### src/rtl/retospect_bs_loader.sv
// Host-side loader for the clockbox + cnb configuration chain. Bytes are shifted in LSB-first,
// displaced chain bits are collected as readback bytes, and a full load ends with a reset_nn pulse.
module retospect_bs_loader #(
    parameter int CHAIN_LEN = 498,
    parameter int CNT_W     = 10
) (
    input  logic             clk,
    input  logic             reset,
    input  logic             start,
    input  logic             abort,
    input  logic [7:0]       in_data,
    input  logic             in_valid,
    output logic             in_ready,
    output logic             config_en,
    output logic             bs_in,
    input  logic             bs_chain_out,
    output logic             reset_nn,
    output logic [7:0]       rd_data,
    output logic             rd_valid,
    output logic             busy,
    output logic             done,
    output logic [CNT_W-1:0] bit_count
);
    localparam logic [1:0] S_IDLE   = 2'd0;
    localparam logic [1:0] S_LOAD   = 2'd1;
    localparam logic [1:0] S_SHIFT  = 2'd2;
    localparam logic [1:0] S_FINISH = 2'd3;
    localparam logic [CNT_W-1:0] LEN = CNT_W'(CHAIN_LEN);

    logic [1:0]       state_q, state_d;
    logic [7:0]       sr_q, sr_d;
    logic [3:0]       nbits_q, nbits_d;
    logic [3:0]       sent_q, sent_d;
    logic [7:0]       rb_q, rb_d;
    logic [2:0]       rbidx_q, rbidx_d;
    logic [CNT_W-1:0] cnt_q, cnt_d;
    logic [7:0]       rd_q, rd_d;
    logic             cfg_q, cfg_d;
    logic             bs_q, bs_d;
    logic             rnn_q, rnn_d;
    logic             done_q, done_d;
    logic             busy_q, busy_d;
    logic             rdv_q, rdv_d;
    logic [CNT_W-1:0] remain;
    logic [7:0]       rb_bit;
    logic             accept;

    assign in_ready = (state_q == S_LOAD);
    assign accept   = in_ready & in_valid & ~abort;
    assign remain   = LEN - cnt_q;
    assign rb_bit   = 8'(bs_chain_out) << rbidx_q;

    always_comb begin
        state_d = state_q;
        sr_d    = sr_q;
        nbits_d = nbits_q;
        sent_d  = sent_q;
        cnt_d   = cnt_q;
        rb_d    = rb_q;
        rbidx_d = rbidx_q;
        rd_d    = rd_q;
        busy_d  = busy_q;
        cfg_d   = 1'b0;
        bs_d    = 1'b0;
        rnn_d   = 1'b0;
        done_d  = 1'b0;
        rdv_d   = 1'b0;

        // An edge with config_en high displaces one chain bit: that is the readback sample.
        if (cfg_q) begin
            rb_d = rb_q | rb_bit;
            if ({1'b0, rbidx_q} == nbits_q - 4'd1) begin
                rd_d    = rb_q | rb_bit;
                rdv_d   = 1'b1;
                rb_d    = 8'd0;
                rbidx_d = 3'd0;
            end else begin
                rbidx_d = rbidx_q + 3'd1;
            end
        end

        case (state_q)
            S_IDLE: begin
                if (start && !abort) begin
                    state_d = S_LOAD;
                    busy_d  = 1'b1;
                    cnt_d   = '0;
                end
            end
            S_LOAD: begin
                if (accept) begin
                    // First bit goes out on the accept edge so SHIFT lasts exactly nbits cycles.
                    bs_d    = in_data[0];
                    cfg_d   = 1'b1;
                    sr_d    = in_data >> 1;
                    sent_d  = 4'd1;
                    cnt_d   = cnt_q + CNT_W'(1);
                    nbits_d = (remain >= CNT_W'(8)) ? 4'd8 : remain[3:0];
                    rb_d    = 8'd0;
                    rbidx_d = 3'd0;
                    state_d = S_SHIFT;
                end
            end
            S_SHIFT: begin
                if (sent_q != nbits_q) begin
                    bs_d   = sr_q[0];
                    cfg_d  = 1'b1;
                    sr_d   = sr_q >> 1;
                    sent_d = sent_q + 4'd1;
                    cnt_d  = cnt_q + CNT_W'(1);
                end else if (cnt_q == LEN) begin
                    state_d = S_FINISH;
                    rnn_d   = 1'b1;
                    done_d  = 1'b1;
                end else begin
                    state_d = S_LOAD;
                end
            end
            S_FINISH: begin
                state_d = S_IDLE;
                busy_d  = 1'b0;
            end
            default: state_d = S_IDLE;
        endcase

        // Abort leaves the chain with whatever was already shifted and drops any partial byte.
        if (abort && state_q != S_IDLE) begin
            state_d = S_IDLE;
            busy_d  = 1'b0;
            cfg_d   = 1'b0;
            bs_d    = 1'b0;
            rnn_d   = 1'b0;
            done_d  = 1'b0;
            rdv_d   = 1'b0;
            rd_d    = rd_q;
            rb_d    = 8'd0;
            rbidx_d = 3'd0;
            cnt_d   = cnt_q;
        end
    end

    always_ff @(posedge clk or posedge reset) begin
        if (reset) begin
            state_q <= S_IDLE;
            sr_q    <= 8'd0;
            nbits_q <= 4'd0;
            sent_q  <= 4'd0;
            cnt_q   <= '0;
            rb_q    <= 8'd0;
            rbidx_q <= 3'd0;
            rd_q    <= 8'd0;
            cfg_q   <= 1'b0;
            bs_q    <= 1'b0;
            rnn_q   <= 1'b0;
            done_q  <= 1'b0;
            busy_q  <= 1'b0;
            rdv_q   <= 1'b0;
        end else begin
            state_q <= state_d;
            sr_q    <= sr_d;
            nbits_q <= nbits_d;
            sent_q  <= sent_d;
            cnt_q   <= cnt_d;
            rb_q    <= rb_d;
            rbidx_q <= rbidx_d;
            rd_q    <= rd_d;
            cfg_q   <= cfg_d;
            bs_q    <= bs_d;
            rnn_q   <= rnn_d;
            done_q  <= done_d;
            busy_q  <= busy_d;
            rdv_q   <= rdv_d;
        end
    end

    assign config_en = cfg_q;
    assign bs_in     = bs_q;
    assign reset_nn  = rnn_q;
    assign done      = done_q;
    assign busy      = busy_q;
    assign rd_data   = rd_q;
    assign rd_valid  = rdv_q;
    assign bit_count = cnt_q;

endmodule

### config.mk
export PLATFORM = sky130hd
export DESIGN_NAME = retospect_bs_loader
export DESIGN_NICKNAME = d
export VERILOG_FILES = /design/src/rtl/retospect_bs_loader.sv
export SDC_FILE = /design/constraint.sdc
export NUM_CORES = 1
export LEC_CHECK = 0
export BUFFER_PORTS_ARGS = -buffer_cell sky130_fd_sc_hd__buf_2
export CAP_MARGIN = 20
export CORE_MARGIN = 2
export CORE_UTILIZATION = 57
export DETAILED_ROUTE_END_ITERATION = 16
export PLACE_DENSITY = 0.79
export SLEW_MARGIN = 0
export SYNTH_ARGS = -nofsm -noshare
export SYNTH_HDL_FRONTEND = slang
export SYNTH_SLANG_ARGS = --single-unit
### constraint.sdc
create_clock -name clk -period 2.97 [get_ports clk]
set_clock_uncertainty 0.2 [all_clocks]
set_input_delay 0.1485 -clock clk [delete_from_list [all_inputs] [get_ports clk]]
set_output_delay 0.1485 -clock clk [all_outputs]
set_load 0.01 [all_outputs]
==> metrics, run 1 <==
vias=~2.2k; post-route insts no fill=between 300 and 400; Worst Reg-to-Reg Cells=7; total setup buffers inserted after CTS=0; layout cells sized above 1=0.178; RSZ-0062 raised after global routing=false; Crit path max-delay family=compound AO/OA/AOI/OAI gates; largest net degree at the start of global routing=52; DR DRC count=0; vias per inst=slightly below 6; Max stage delay on crit path=around 0.55 ns; CTS Buf Count=5; Worst Setup SP=nbits_q[0]; maxcap violations=0; CP startpoint kind=register; number of DRC markers in iteration 0=between 150 and 200; Relative slew margins=0.568; hold path start=bs_chain_out; die area=around 5200 um^2; synth warn=0; crit-path max FO=17; critical path class=register to register; post-cts gate resize count=0; Hold Path Stages=3; Mapped Cells=around 290; crit path DAT=2.49 ns; Final #Nets=~350; fillers=between 300 and 400; placed instance count=363; Synth top area share=0.481; R2R Setup Slk=0.51 ns; Total Routing Usage GR=0.230; die height=around 72 um; antenna diode count=0; Clk Latency, worst-skew pair=between 0.3 and 0.4 ns; Worst Setup End Kind=register; crit path time final=~2.5 ns; Area Overhead vs Synth=16.8%; slowest library cell on the worst path=a21oi_2; Final Hold Viols=0; Clock Tree Root=clkbuf_8; First-pass DRT Iterations=4; Syn Area/Cell=9.32 um^2; Slew @ Worst Pin=0.649 ns; period utilisation layout=0.828; htree depth=2; Peak VDD IR=approximately 670 uV; gpl congestion=~0.86; post-synthesis sequential area ratio=0.481; Buffers & Inverters on Critical Path=1; WL/cell=14.4 um; ys flop type=dfrtp_1; # IOs=39; cell taking the most area after synthesis=dfrtp_1; R2R Path Start=nbits_q[0]; core box area=4410 um^2; Fmax=a little over 400 MHz; Die X=about 72 um; status=finished, final reports clean; Final ANT Viol Nets=0; maximum clock path buffer count=2; RR Endpoint=rd_data[6]; initial antenna violation count=0; Fin Setup TNS=0 ns; Final setup viols=0; syn nets=slightly above 300; Clk pin slew, worst setup/hold paths=about 0.09 ns; first-pass GRT wire length=9.34 mm; Worst Hold Class=input port to register; vias in the first global route=slightly above 2k; synth top area cells=dfrtp_1 (48%), a21oi_1 (5.8%), nor2_1 (5.5%); Hold Path End=rd_data[5]; FP Rows=24; Async SR Flop Fraction=1.00; Sink Count=slightly above 50; leakage power=between 1 and 1.5 nW; Synth top cells by count=dfrtp_1 (51), nor2_1 (39), a21oi_1 (31); initial core utilization=0.601; Post-synth EDFFs=0; Netlist cell types=46; post-synthesis register bit count=51; crit-path cells=inv_1, ha_1, xor2_1, or4b_1, a21oi_2, nor2_1, a21oi_1; port buffer count=38; Data required, critical path=3.00 ns; cell with the most instances after synthesis=dfrtp_1; Synth Cell Area=~2700 um^2; P per Cell Area=roughly 750 nW/um^2; TritonCTS clock tree=built; Post-DP HPWL=~3.7 mm; Final Max Tran Viols=0; Power Total=about 2.3 mW; remaining global-route overflow=0; Total Routed Length=between 5 and 6 mm
==> where the power goes <==
group	switching [mW]	total, mW	internal [mW]	leakage (nW)
Combinational	0.521	0.874	0.353	0.727
Clock	0.227	0.500	0.273	0.0612
Sequential	0.143	0.968	0.825	0.675
Total	0.891	2.34	1.45	1.46
==> state kept, by name, summed over array words and instances (netlist names) <==
name	count
config_en	1
rb_q	8
rbidx_q	3
sent_q	4
rd_valid	1
rd_data	8
bs_in	1
state_q	2
bit_count	10
busy	1
nbits_q	4
done	1
sr_q	7
==> logic make-up after synthesis <==
group / count (synthesis) / synth area share
multiplexers: 9 / 0.0339
buffers and inverters: 27 / 0.0452
AND/OR/NAND/NOR: 95 / 0.171
adder cells (fa/ha/maj): 9 / 0.0424
XOR/XNOR: 10 / 0.0330
flip-flops: 51 / 0.481
AO/OA/AOI/OAI: 84 / 0.194
==> cells in the final DEF, fill, tap and decap left out, drive strengths merged <==
cell,instances
bufinv,1
o22ai,1
nor2,39
nor3,5
xnor2,5
nand3b,2
a21o,1
a22o,4
a32oi,1
or2b,1
o21ba,1
a211oi,2
a31oi,11
dlygate4sd3,11
and3,2
or4b,1
nand4b,1
nand3,11
o21ai,23
inv,13
xor2,5
mux2i,9
nand4,5
ha,9
a21oi,33
or4,2
and2,2
dfrtp,51
and4,1
nor2b,3
a41oi,3
nand2b,2
clkinv,1
a211o,2
nand2,17
o32ai,1
and2b,1
o21a,1
buf,41
clkbuf,6
==> worst max path at each step <==
stage	end	slack [ns]	cells past startpoint
2_1_floorplan	bit_count[9]	0.58	8
5_1_grt	rd_data[6]	0.28	7
6_report	rd_data[6]	0.51	7
4_1_cts	rd_data[6]	0.48	7
3_5_place_dp	rd_data[6]	0.51	6
3_3_place_gp	rd_data[2]	0.62	6
==> timing repair <==
item                                    4_1_cts  5_1_grt
endpoints found under the hold margin        60        0
hold buffers                                 11        0
endpoints found under the setup margin        0        0
==> layout make-up <==
| class | instances | area (um^2) | area share |
|---|---|---|---|
| clock buffers | 6 | 82.6 | 0.0266 |
| inverters | 13 | 48.8 | 0.0157 |
| well taps | 52 | 65.1 | 0.0210 |
| repair buffers | 52 | 335 | 0.108 |
| clock inverters | 2 | 35.0 | 0.0113 |
| multi-input cells | 207 | 1260 | 0.406 |
| flip-flops and latches | 51 | 1280 | 0.411 |
==> stage by stage <==
| step | instance area (um^2) | hold WS (ns) | setup WS [ns] | utilization |
|---|---|---|---|---|
| finish | 3100 | 0.0409 | 0.511 | 0.703 |
| global route | 3100 | 0.0460 | 0.276 | 0.703 |
| CTS | 3080 | 0.0420 | 0.481 | 0.698 |
| detailed placement | 2850 | 0.211 | 0.506 | 0.647 |
| global placement | 2850 | 0.196 | 0.617 | 0.647 |
| floorplan | 2660 | 0.0585 | 0.582 | - |
==> worst min-delay path, cell delays in order <==
cell,delay (ns)
buf_2,0.14
a31oi_1,0.15
a21oi_1,0.08
==> routing by layer <==
metal	track usage	wire, um	up-vias
li1	-	-	1099
met1	0.323	2640	1055
met2	0.363	2610	45
met3	0.0431	185	9
met4	0.0776	97	0
met5	0	0	-
Power figures use the tool's default switching activity.
==> run 2: changes to the inputs <==
CORE_UTILIZATION = 51   (was 57)
PLACE_DENSITY = 0.74   (was 0.79)
clock period = 2 ns   (was 2.97 ns; I/O delays follow)
==> metrics, run 2 (synthesis gave the netlist of run 1 again) <==
Clk pin slew, worst setup/hold paths=0.10 ns (about the same); WL/cell=15.0 um (+3.8%); core box area=5070 um^2 (+15%); status=complete, but fails checks; post-route insts no fill=439 (+15%); Fmax=478 MHz (+18%); vias per inst=5.54 (-3.9%); Total Routing Usage GR=0.228 (-0.00268); layout cells sized above 1=0.344 (+0.166); commonest non-fill, non-tap cell in the layout=dfrtp_1; Fin Setup TNS=-0.207 ns (-0.207 ns); remaining global-route overflow=0 (unchanged); TritonCTS clock tree=built; crit path time final=2.09 ns (-0.366 ns); number of DRC markers in iteration 0=151 (-10%); P per Cell Area=1160 nW/um^2 (+53%); max FFs per register=10 (unchanged); Worst Reg-to-Reg Cells=7 (unchanged); crit path DAT=2.14 ns (-0.35 ns); Final Hold Viols=0 (unchanged); Worst Setup End Kind=register; Post-DP HPWL=4.33 mm (+18%); Hold Path Stages=3 (unchanged); initial antenna violation count=0 (unchanged); Clock Tree Root=clkbuf_8; critical path depth=7 (unchanged); placed inst area=3240 um^2 (+14%); Total Routed Length=6.58 mm (+19%); Data required, critical path=2.05 ns (-0.95 ns); antenna diode count=0 (unchanged); vias=2433 (+10%); Int Power=2.63 mW (+81%); maxcap violations=0 (unchanged); Sink Count=51 (unchanged); die height=76.2 um (+5.4%); gpl congestion=0.828 (-3.3%); RSZ-0062 raised after global routing=true; Final #Nets=391 (+11%); DR DRC count=0 (unchanged); crit-path cells=buf_6, ha_4, nor3_2, a211o_2, a211o_4, or4_1, nand3_1; htree depth=2 (unchanged); Comb pwr share=0.470 (+0.097); Final setup viols=8 (+8); post-route cell area=3640 um^2 (+17%); final core utilization=0.716 (+0.0138); First-pass DRT Iterations=4 (unchanged); die area=5800 um^2 (+11%); initial core utilization=0.523 (-0.0783); CP startpoint kind=register; critical path class=register to register; # IOs=39 (unchanged); Buffers & Inverters on Critical Path=1 (unchanged); largest net degree at the start of global routing=30 (-42%); Seq pwr share=0.329 (-0.084); maximum clock path buffer count=2 (unchanged); Final ANT Viol Nets=0 (unchanged); Crit path max-delay family=compound AO/OA/AOI/OAI gates; Max stage delay on crit path=0.42 ns (-0.13 ns); port buffer count=38 (unchanged); Worst Hold Class=input port to register; Die X=76.2 um (+5.4%); Power Total=4.21 mW (+80%); most frequent cells in the layout=dfrtp_1 (51), buf_2 (38), nor2_1 (34), buf_4 (32), a21oi_1 (23); Psw=1.58 mW (+77%); crit-path max FO=4 (-13); period utilisation layout=1.05 (+0.218); Clock Power Share=0.202 (-0.011); slowest library cell on the worst path=dfrtp_1; vias in the first global route=2378 (+18%); first-pass GRT wire length=10.8 mm (+16%); Sw Ratio=0.375 (-0.00523); Relative slew margins=0.639 (+0.0710); final setup margin=-0.0923 ns (-0.604 ns); Clk Latency, worst-skew pair=0.30 ns (about the same); FP Rows=26 (+8.3%); fillers=377 (+11%); placed instance count=414 (+14%); Area Overhead vs Synth=36.9%; failing checks=setup timing; Slew @ Worst Pin=0.541 ns (-0.107 ns); Peak VDD IR=823 uV (+23%); CTS Buf Count=5 (unchanged); Final Max Tran Viols=0 (unchanged); leakage power=1.68 nW (+15%)
run 2: cell count changes in the layout (fill, tap and decap cells not counted), sizes merged:
cell         delta
buf            +36
bufinv          +1
clkbuf          -1
clkinv          -1
clkinvlp        +1
dlygate4sd3     +1
nand3           +1
run 2: stage by stage:
step           hold slack, ns  worst slack [ns]
6_report               0.0469           -0.0923
5_1_grt                0.0632            -0.129
3_5_place_dp          -0.0175           -0.0862
4_1_cts                0.0135           -0.0413
2_1_floorplan          0.0100            -0.135
3_3_place_gp          -0.0276           -0.0101
run 2: worst min-delay path, cell delays in order:
cell     delay [ns]
buf_2          0.16
o21ba_2        0.18
a31oi_1        0.08
run 2: repair_timing:
item                                    CTS  global route
endpoints found under the setup margin   25            37
buffers inserted                          2             2
pin swaps                                 2             9
hold endpoints to repair                 33             0
cloned                                    0             1
gates resized for setup                   6            27
hold buffers                             12             0
run 2: power groups by stage:
| stage | Sequential (mW) | Combinational [mW] | Clock (mW) |
|---|---|---|---|
| global placement | 1.38 | 1.64 | 0 |
| CTS | 1.37 | 1.77 | 0.865 |
| detailed placement | 1.39 | 1.68 | 0 |
| finish | 1.38 | 1.98 | 0.849 |
| global route | 1.41 | 2.15 | 0.910 |
| floorplan | 1.40 | 1.06 | 0 |
run 2: path summary, 6_finish.rpt:
| kind | from | end | slack (ns) |
|---|---|---|---|
| max in group asynchronous | reset | rbidx_q[2] | 0.89 |
| max reg2reg | state_q[1] | bit_count[9] | -0.09 |
| max | state_q[1] | bit_count[9] | -0.09 |
| min | abort | state_q[1] | 0.05 |
| min in group asynchronous | reset | sr_q[4] | 0.18 |
| min reg2reg | rb_q[1] | rb_q[1] | 0.32 |
run 2: layout make-up:
cell class                 instances  area, um^2  share of cell area
clock buffer                       5        68.8              0.0189
clock inverter                     3        67.6              0.0186
tap                               70        87.6              0.0241
multi-input combinational        208        1430               0.394
timing repair buffer              89         656               0.180
inverter                          13        48.8              0.0134
sequential                        51        1280               0.351
run 2: metal layers:
layer	wire length (um)	vias up	share of wire	global-route usage
met5	0	-	0	0
met4	73	0	0.011	0.0836
met3	194	7	0.030	0.0308
met2	3450	55	0.52	0.404
met1	2860	1197	0.43	0.284
li1	-	1174	-	-
